<file path="src/rtl/alu_operand_ctrl.sv">
// Front-end for the TP1 ALU board: synchronises and debounces three load buttons,
// serialises their presses into operand loads and strobes the ALU once all operands are present.
module alu_operand_ctrl #(
  parameter int NB_DATA   = 8,
  parameter int NB_OP     = 6,
  parameter int DB_CYCLES = 16
) (
  input  logic               clk,
  input  logic               rst_n,
  input  logic [NB_DATA-1:0] i_sw,
  input  logic [2:0]         i_btn,
  output logic [NB_DATA-1:0] o_data_a,
  output logic [NB_DATA-1:0] o_data_b,
  output logic [NB_OP-1:0]   o_op,
  output logic [2:0]         o_loaded,
  output logic               o_valid,
  output logic               o_start
);

  localparam int NB_CNT = (DB_CYCLES > 2) ? $clog2(DB_CYCLES) : 1;
  localparam logic [NB_CNT-1:0] CNT_LAST = NB_CNT'(DB_CYCLES - 1);

  typedef enum logic [1:0] {
    ST_COLLECT = 2'd0,
    ST_START   = 2'd1,
    ST_READY   = 2'd2
  } state_t;

  logic [2:0]         r_btn_s1;
  logic [2:0]         r_btn_s2;
  logic [NB_DATA-1:0] r_sw_s1;
  logic [NB_DATA-1:0] r_sw_s2;
  logic [2:0]         w_db_lvl;
  logic [2:0]         r_db_lvl_d;
  logic [2:0]         w_evt;
  logic [2:0]         r_pending;
  logic [2:0]         w_serve;
  logic [2:0]         w_pending_next;
  logic [2:0]         w_loaded_next;
  logic               w_load;
  logic [NB_DATA-1:0] r_data_a;
  logic [NB_DATA-1:0] r_data_b;
  logic [NB_OP-1:0]   r_op;
  logic [2:0]         r_loaded;
  state_t             r_state;
  state_t             w_state_next;

  always_ff @(posedge clk or negedge rst_n) begin
    if (!rst_n) begin
      r_btn_s1 <= '0;
      r_btn_s2 <= '0;
      r_sw_s1  <= '0;
      r_sw_s2  <= '0;
    end else begin
      r_btn_s1 <= i_btn;
      r_btn_s2 <= r_btn_s1;
      r_sw_s1  <= i_sw;
      r_sw_s2  <= r_sw_s1;
    end
  end

  // A level change is accepted only after DB_CYCLES consecutive mismatching cycles.
  genvar gi;
  generate
    for (gi = 0; gi < 3; gi++) begin : g_debounce
      logic [NB_CNT-1:0] r_cnt;
      logic              r_lvl;

      always_ff @(posedge clk or negedge rst_n) begin
        if (!rst_n) begin
          r_cnt <= '0;
          r_lvl <= 1'b0;
        end else if (r_btn_s2[gi] == r_lvl) begin
          r_cnt <= '0;
        end else if (r_cnt == CNT_LAST) begin
          r_cnt <= '0;
          r_lvl <= ~r_lvl;
        end else begin
          r_cnt <= r_cnt + 1'b1;
        end
      end

      assign w_db_lvl[gi] = r_lvl;
    end
  endgenerate

  assign w_evt          = w_db_lvl & ~r_db_lvl_d;
  // Isolate the lowest pending bit: fixed priority A > B > OP.
  assign w_serve        = r_pending & 3'(~r_pending + 3'd1);
  assign w_pending_next = (r_pending | w_evt) & ~w_serve;
  assign w_load         = |w_serve;
  assign w_loaded_next  = r_loaded | w_serve;

  always_ff @(posedge clk or negedge rst_n) begin
    if (!rst_n) begin
      r_db_lvl_d <= '0;
      r_pending  <= '0;
      r_loaded   <= '0;
      r_data_a   <= '0;
      r_data_b   <= '0;
      r_op       <= '0;
    end else begin
      r_db_lvl_d <= w_db_lvl;
      r_pending  <= w_pending_next;
      r_loaded   <= w_loaded_next;
      if (w_serve[0]) r_data_a <= r_sw_s2;
      if (w_serve[1]) r_data_b <= r_sw_s2;
      if (w_serve[2]) r_op     <= r_sw_s2[NB_OP-1:0];
    end
  end

  always_ff @(posedge clk or negedge rst_n) begin
    if (!rst_n) r_state <= ST_COLLECT;
    else        r_state <= w_state_next;
  end

  // Every load served once the set is complete yields its own START cycle.
  always_comb begin
    w_state_next = r_state;
    case (r_state)
      ST_COLLECT: if (w_load && (w_loaded_next == 3'b111)) w_state_next = ST_START;
      ST_START:   w_state_next = w_load ? ST_START : ST_READY;
      ST_READY:   if (w_load) w_state_next = ST_START;
      default:    w_state_next = ST_COLLECT;
    endcase
  end

  always_comb begin
    o_start = 1'b0;
    o_valid = 1'b0;
    case (r_state)
      ST_START: begin
        o_start = 1'b1;
        o_valid = 1'b1;
      end
      ST_READY: o_valid = 1'b1;
      default: begin
        o_start = 1'b0;
        o_valid = 1'b0;
      end
    endcase
  end

  assign o_data_a = r_data_a;
  assign o_data_b = r_data_b;
  assign o_op     = r_op;
  assign o_loaded = r_loaded;

endmodule

</file>
<file path="config.mk">
export PLATFORM = sky130hd
export DESIGN_NAME = alu_operand_ctrl
export DESIGN_NICKNAME = d
export VERILOG_FILES = /design/src/rtl/alu_operand_ctrl.sv
export SDC_FILE = /design/constraint.sdc
export NUM_CORES = 1
export LEC_CHECK = 0
export CORE_MARGIN = 2
export CORE_UTILIZATION = 50
export DETAILED_ROUTE_END_ITERATION = 7
export PLACE_DENSITY = 0.86
export SYNTH_ARGS = -nofsm -noshare
export SYNTH_HDL_FRONTEND = slang
export SYNTH_SLANG_ARGS = --single-unit
</file>
<file path="constraint.sdc">
create_clock -name clk -period 2.46 [get_ports clk]
set_input_delay 0.246 -clock clk [delete_from_list [all_inputs] [get_ports clk]]
set_output_delay 0.246 -clock clk [all_outputs]
set_load 0.03 [all_outputs]
</file>
==> qor.txt, run 1 <==
DR vias -> 1412
Remaining DRCs -> 0
Status -> completed
Switching power share of the total -> 22.4%
Die X -> 74.8 um
Total power per unit cell area -> 784 nW/um^2
Length of routed wiring on met1 -> 2.04 mm
Data arrival, critical path -> 1.77 ns
CTS clk-pin slew, worst paths -> 0.08 ns
Die Span Y -> 74.8 um
Total negative slack -> 0 ns
Area enclosed by the die boundary -> 5590 um^2
Detailed route wirelength on metal3 -> 189 um
CP endpoint kind -> primary output
Total power consumption of the routed design -> 2540 uW
Wire length on met2 -> 2.20 mm
Setup repair after global routing missed its margin -> no
Post-route fraction of the period consumed by the critical path -> 81.8%
Hold Path Class -> input port to flip-flop
Share of synthesized area occupied by flip-flops and latches -> 69.9%
Maximum operating frequency -> 0.497 GHz
Residual overflow from global routing -> 0
Hold Vio Cnt, Final -> 0
Post-synth net total -> 180
Final Hold Slack -> 0.343 ns
Distinct cell type count after synthesis -> 27
GR Util All Layers -> 19.1%
Layout Skew -> 0.00869 ns
TritonCTS clock tree -> done
Portion of total power attributed to sequential cells -> 49.1%
Hold buffer count at CTS -> 1
Syn Area/Cell -> 15.7 um^2
Largest buffer count on any clock path -> 2
Relative slew margins -> 48.4%
Fraction of layout instances using a drive strength above 1 -> 23.4%
Clock Sink Count -> 70
Number of global-route vias before repair -> 1491
Post-DRT Antenna Nets -> 0
Initial Utilization -> 52.4%
First DRT Iteration DRCs -> 146
Number of vias per cell -> 4.95
Sequential cell area -> 1750 um^2
Setup-violating endpoint count in the final report -> 0
Number of clock buffers inserted by TritonCTS -> 9
Routability congestion estimate -> 0.734
Count of placed standard cells including taps -> 268
Multi-input gate area -> 717 um^2
Number of instances resized during post-cts repair -> 0
Power dissipated by switching net loads -> 569 uW
Cell-internal power -> 1970 uW
Number of antenna violations at the first check in global routing -> 0
Type of the worst setup path -> flip-flop to primary output
IO Count -> 40
Required time at the endpoint of the critical path -> 2.21 ns
Maximum number of pins on one net before global-route repair -> 39
Relative contribution of the clock network to total power -> 42.8%
Static Leak -> 0.00151 uW
Seq cells post-synth -> 70
Number of fillers in the final layout -> 307
Cell chosen for the clock root -> clkbuf_8
Average routed wire per standard cell -> 15.9 um
Cell Count, Final, Fillers Out -> 285
Fin nets -> 233
Highest routed layer -> met4
Post-synthesis cell count -> 160
First-pass GRT wire length -> 7.42 mm
Portion of total power attributed to combinational logic -> 8.1%
Synth Warn # -> 0
Synthesized area -> 2510 um^2
Setup WS pre-CTS -> 0.784 ns
Num rows -> 25
Worst-skew pair later-pin latency -> 0.34 ns
Area inside the core boundary -> 4790 um^2
Setup slack of the critical path after layout -> 0.447 ns
Maximum net fanout on the critical path -> 4
Max-cap violations -> 0
Critical path launch point type -> flip-flop
Number of setup buffers added after CTS -> 0
Port bufs -> 39
Layout overhead on the synthesized area -> 29.3%
Iteration count of the initial detailed-routing pass -> 4
Minimum clock period -> 2.01 ns
Total number of H-tree levels -> 3
Final slew viol count -> 0
Actual slew at the worst max-slew pin -> 0.774 ns
Sum of routed wire length over all layers -> 4.52 mm
Number of antenna diodes -> 0
Post-DP HPWL -> 2.84 mm
IR drop worst, VDD -> 0.580 mV
-- per-stage QoR --
step	utilization (%)	cell area, um^2
CTS	67.7	3240
detailed placement	62.6	2990
global placement	62.6	2990
floorplan	-	2510
global route	67.7	3240
finish	67.7	3240
-- state kept, by name, indices dropped and copies added (netlist names), 6 cells and up --
name              count
r_sw_s1               8
o_op                  6
o_data_a              8
g_debounce.r_cnt     12
r_sw_s2               8
o_data_b              8
-- Yosys cell counts, drive strengths merged --
master  count  share of area (%)
nand2       1               0.15
or2         2               0.50
and4b       1               0.40
a32o        2               0.80
nor2        5               0.75
ha          7                3.5
a21o        1               0.30
nor3b       4                1.6
nor2b       3               0.75
buf         1               0.45
mux2       26                 12
a31oi       2               0.50
inv         5               0.75
a21oi       6                1.2
nand4b      2               0.70
clkbuf      2               0.30
dfrtp      70                 70
xnor2       6                2.1
nand2b      4                1.0
a311oi      2               0.70
nor3        1               0.20
o21ai       3               0.60
nand3       4                1.0
-- cells by family (layout without fill, tap and decap cells) --
| logic type | Yosys count | in the layout | synth area share, % |
|---|---|---|---|
| flops | 70 | 70 | 69.9 |
| compound gates | 16 | 16 | 4.09 |
| simple gates | 27 | 27 | 7.09 |
| fa+ha+maj | 7 | 7 | 3.49 |
| xor+xnor | 6 | 6 | 2.10 |
| mux | 26 | 26 | 11.8 |
| buf+inv | 8 | 66 | 1.50 |
-- layer usage --
metal	up-vias	GRT usage, %
li1	667	-
met1	701	25.5
met2	36	28.6
met3	8	5.35
met4	0	10.7
met5	-	0
-- power groups by stage --
stage	Clock, uW	Combinational, uW	Sequential (uW)
finish	1090	205	1250
global route	1160	222	1250
CTS	1110	209	1250
detailed placement	0	203	1270
global placement	0	199	1260
floorplan	0	49.8	1310
-- final cells by class --
class	instances	share of cell area, %
clock buffer	9	3.82
clock inverter	7	3.47
inverter	5	0.579
multi-input combinational	82	22.1
sequential	70	54.1
tap	67	2.59
timing repair buffer	45	13.4
-- critical path, stage by stage, from the launching register on --
cell	delay, ns
dfrtp_1	0.40
inv_1	0.08
ha_1	0.28
clkdlybuf4s50_1	0.66
-- path summary, 6_finish.rpt --
kind,from,to,slack (ns),depth (start not counted)
worst max-delay path,r_state[0],o_valid,0.45,3
worst min-delay path,i_sw[2],r_sw_s1[2],0.34,1
worst max register to register,r_pending[0],o_data_b[2],0.74,3
worst min register to register,r_sw_s1[7],r_sw_s2[7],0.35,0
max in group asynchronous,rst_n,g_debounce[0].r_cnt[2],1.26,3
min in group asynchronous,rst_n,o_op[2],0.51,2
-- layout by cell type (no fill, tap or decap), drive strengths merged, types with 2 or more instances in the layout --
master,count
nand4b,2
nand2b,4
a21oi,6
buf,6
a31oi,2
dfrtp,70
or2,2
mux2,26
a32o,2
ha,7
nor3b,4
nand3,4
clkinv,3
nor2,5
nor2b,3
inv,5
o21ai,3
bufinv,3
xnor2,6
clkbuf,9
clkdlybuf4s50,38
a311oi,2
No activity file was read; power rests on OpenSTA's default activity.
==> run 2, diff against run 1 <==
--- a/config.mk
+++ b/config.mk
@@ -6,9 +6,9 @@
 export NUM_CORES = 1
 export LEC_CHECK = 0
 export CORE_MARGIN = 2
-export CORE_UTILIZATION = 50
+export CORE_UTILIZATION = 47
 export DETAILED_ROUTE_END_ITERATION = 7
-export PLACE_DENSITY = 0.86
+export PLACE_DENSITY = 0.85
 export SYNTH_ARGS = -nofsm -noshare
 export SYNTH_HDL_FRONTEND = slang
 export SYNTH_SLANG_ARGS = --single-unit
==> constraint.sdc (replaced) <==
create_clock -name clk -period 1.85 [get_ports clk]
set_input_delay 0.185 -clock clk [delete_from_list [all_inputs] [get_ports clk]]
set_output_delay 0.185 -clock clk [all_outputs]
set_load 0.03 [all_outputs]
==> run 2 against run 1 <==
Register-to-register slack got worse by 0.44 ns. Cell count grew 0.35%. Via count down 0.50%. Clock skew decreased by 0.0034 ns. Worst setup slack got worse by 0.25 ns. Combinational power grew 30%. Critical path type unchanged.
==> qor.txt, run 2 (synthesized netlist as in run 1, its figures left out) <==
Status -> completed
Number of antenna diodes -> 0
Final slew viol count -> 0
Number of global-route vias before repair -> 1465
Cell chosen for the clock root -> clkbuf_8
Endpoint of the most critical register-to-register path -> r_state[0]
Iteration count of the initial detailed-routing pass -> 5
Actual slew at the worst max-slew pin -> 0.499 ns
Setup WS pre-CTS -> 0.283 ns
Register with the highest flop count -> g_debounce.r_cnt
Origin of the worst setup path -> r_state[1]
CTS clk-pin slew, worst paths -> 0.07 ns
Initial Utilization -> 48.8%
Setup-violating endpoint count in the final report -> 0
Setup slack of the critical path after layout -> 0.192 ns
CP endpoint kind -> primary output
Number of fillers in the final layout -> 420
Relative slew margins -> 66.7%
Maximum number of pins on one net before global-route repair -> 71
Clock Sink Count -> 70
Max-cap violations -> 0
Largest buffer count on any clock path -> 2
IR drop worst, VDD -> 0.639 mV
Port bufs -> 39
Setup slack on the worst flop-to-flop path -> 0.30 ns
Die X -> 77.0 um
Post-DRT Antenna Nets -> 0
Layout overhead on the synthesized area -> 31.0%
Hold Vio Cnt, Final -> 0
TritonCTS clock tree -> done
Commonest non-fill, non-tap cells in the layout -> dfrtp_1 (70), clkdlybuf4s50_1 (36), mux2_2 (24), clkbuf_8 (11), ha_1 (7)
Setup repair after global routing missed its margin -> no
DR vias -> 1405
Data arrival, critical path -> 1.47 ns
Maximum net fanout on the critical path -> 4
Worst-skew pair later-pin latency -> 0.34 ns
Fin nets -> 231
Largest stage delay on the critical path -> 0.40 ns
Logic depth of the worst path, buffers included -> 3
Area enclosed by the die boundary -> 5930 um^2
Num rows -> 26
Post-DP HPWL -> 2.57 mm
First-pass GRT wire length -> 6.84 mm
Layout Skew -> 0.00527 ns
Sum of routed wire length over all layers -> 3.91 mm
First DRT Iteration DRCs -> 42
Average routed wire per standard cell -> 13.7 um
Residual overflow from global routing -> 0
Launch point of the worst reg-to-reg path -> r_pending[0]
Number of setup buffers added after CTS -> 0
Termination of the worst setup path -> o_valid
CP cell instances -> inv_1 -> ha_1 -> dlygate4sd2_1
GR Util All Layers -> 15.4%
Number of vias per cell -> 4.91
Flip-flop count of the largest register after layout -> 12
Required time at the endpoint of the critical path -> 1.66 ns
Worst path slowest cell -> dfrtp_1
Total negative slack -> 0 ns
Routability congestion estimate -> 0.740
Post-route fraction of the period consumed by the critical path -> 89.6%
Critical path launch point type -> flip-flop
Total number of H-tree levels -> 3
Hold Path Class -> input port to flip-flop
Total power per unit cell area -> 1090 nW/um^2
Fraction of layout instances using a drive strength above 1 -> 22.7%
Minimum clock period -> 1.66 ns
Crit-path leading delay family -> buffers and inverters
Depth of the most critical reg-to-reg path -> 4
Remaining DRCs -> 0
Leading cell type in the layout, fill and taps excluded -> dfrtp_1
Number of clock buffers inserted by TritonCTS -> 9
Die Span Y -> 77.0 um
Buf/Inv on CP -> 2
IO Count -> 40
Static Leak -> 0.00154 uW
Type of the worst setup path -> flip-flop to primary output
Maximum operating frequency -> 0.603 GHz
Number of antenna violations at the first check in global routing -> 0
Area inside the core boundary -> 5140 um^2
## run 2: how the worst min path moves through the flow
stage | start | cells after the start | end
after global placement | rst_n | 2 | r_btn_s1[0]
after detailed placement | rst_n | 2 | g_debounce[0].r_cnt[2]
after floorplan | rst_n | 0 | g_debounce[0].r_cnt[0]
final | i_sw[6] | 1 | r_sw_s1[6]
after global routing | i_btn[1] | 1 | r_btn_s1[1]
after CTS | i_sw[3] | 1 | r_sw_s1[3]
## run 2: stage by stage
stage	util (%)	area, um^2	hold slack (ns)	power [uW]	cells
floorplan	-	2510	-0.111	1800	160
global placement	58.3	3000	0.231	1940	269
detailed placement	58.3	3000	0.234	1950	269
CTS	63.9	3280	0.261	3620	286
global route	63.9	3280	0.260	3720	286
finish	63.9	3280	0.275	3580	286
## run 2: where the power goes
group	internal, uW	switching [uW]
combinational	129	138
sequential	1600	53.6
clock	1110	554
total	2840	745
## run 2: cell type report
| class | count | area [um^2] | share of cell area [%] |
|---|---|---|---|
| Sequential cell | 70 | 1750 | 53.4 |
| Multi-Input combinational cell | 82 | 717 | 21.8 |
| Timing Repair Buffer | 43 | 428 | 13.0 |
| Clock buffer | 11 | 151 | 4.61 |
| Clock inverter | 5 | 129 | 3.93 |
| Tap cell | 70 | 87.6 | 2.67 |
| Inverter | 5 | 18.8 | 0.572 |
## run 2: repair_timing
action                     CTS  global route
resized for setup            2             0
hold endpoints to repair    70             0
setup endpoints to repair    2             0
hold buffers                 1             0
## run 2: per-layer routing
layer / track usage (%) / part of all wire (%)
met1: 20.6 / 48
met2: 21.1 / 44
met3: 4.71 / 4.7
met4: 11.3 / 2.9
met5: 0 / 0
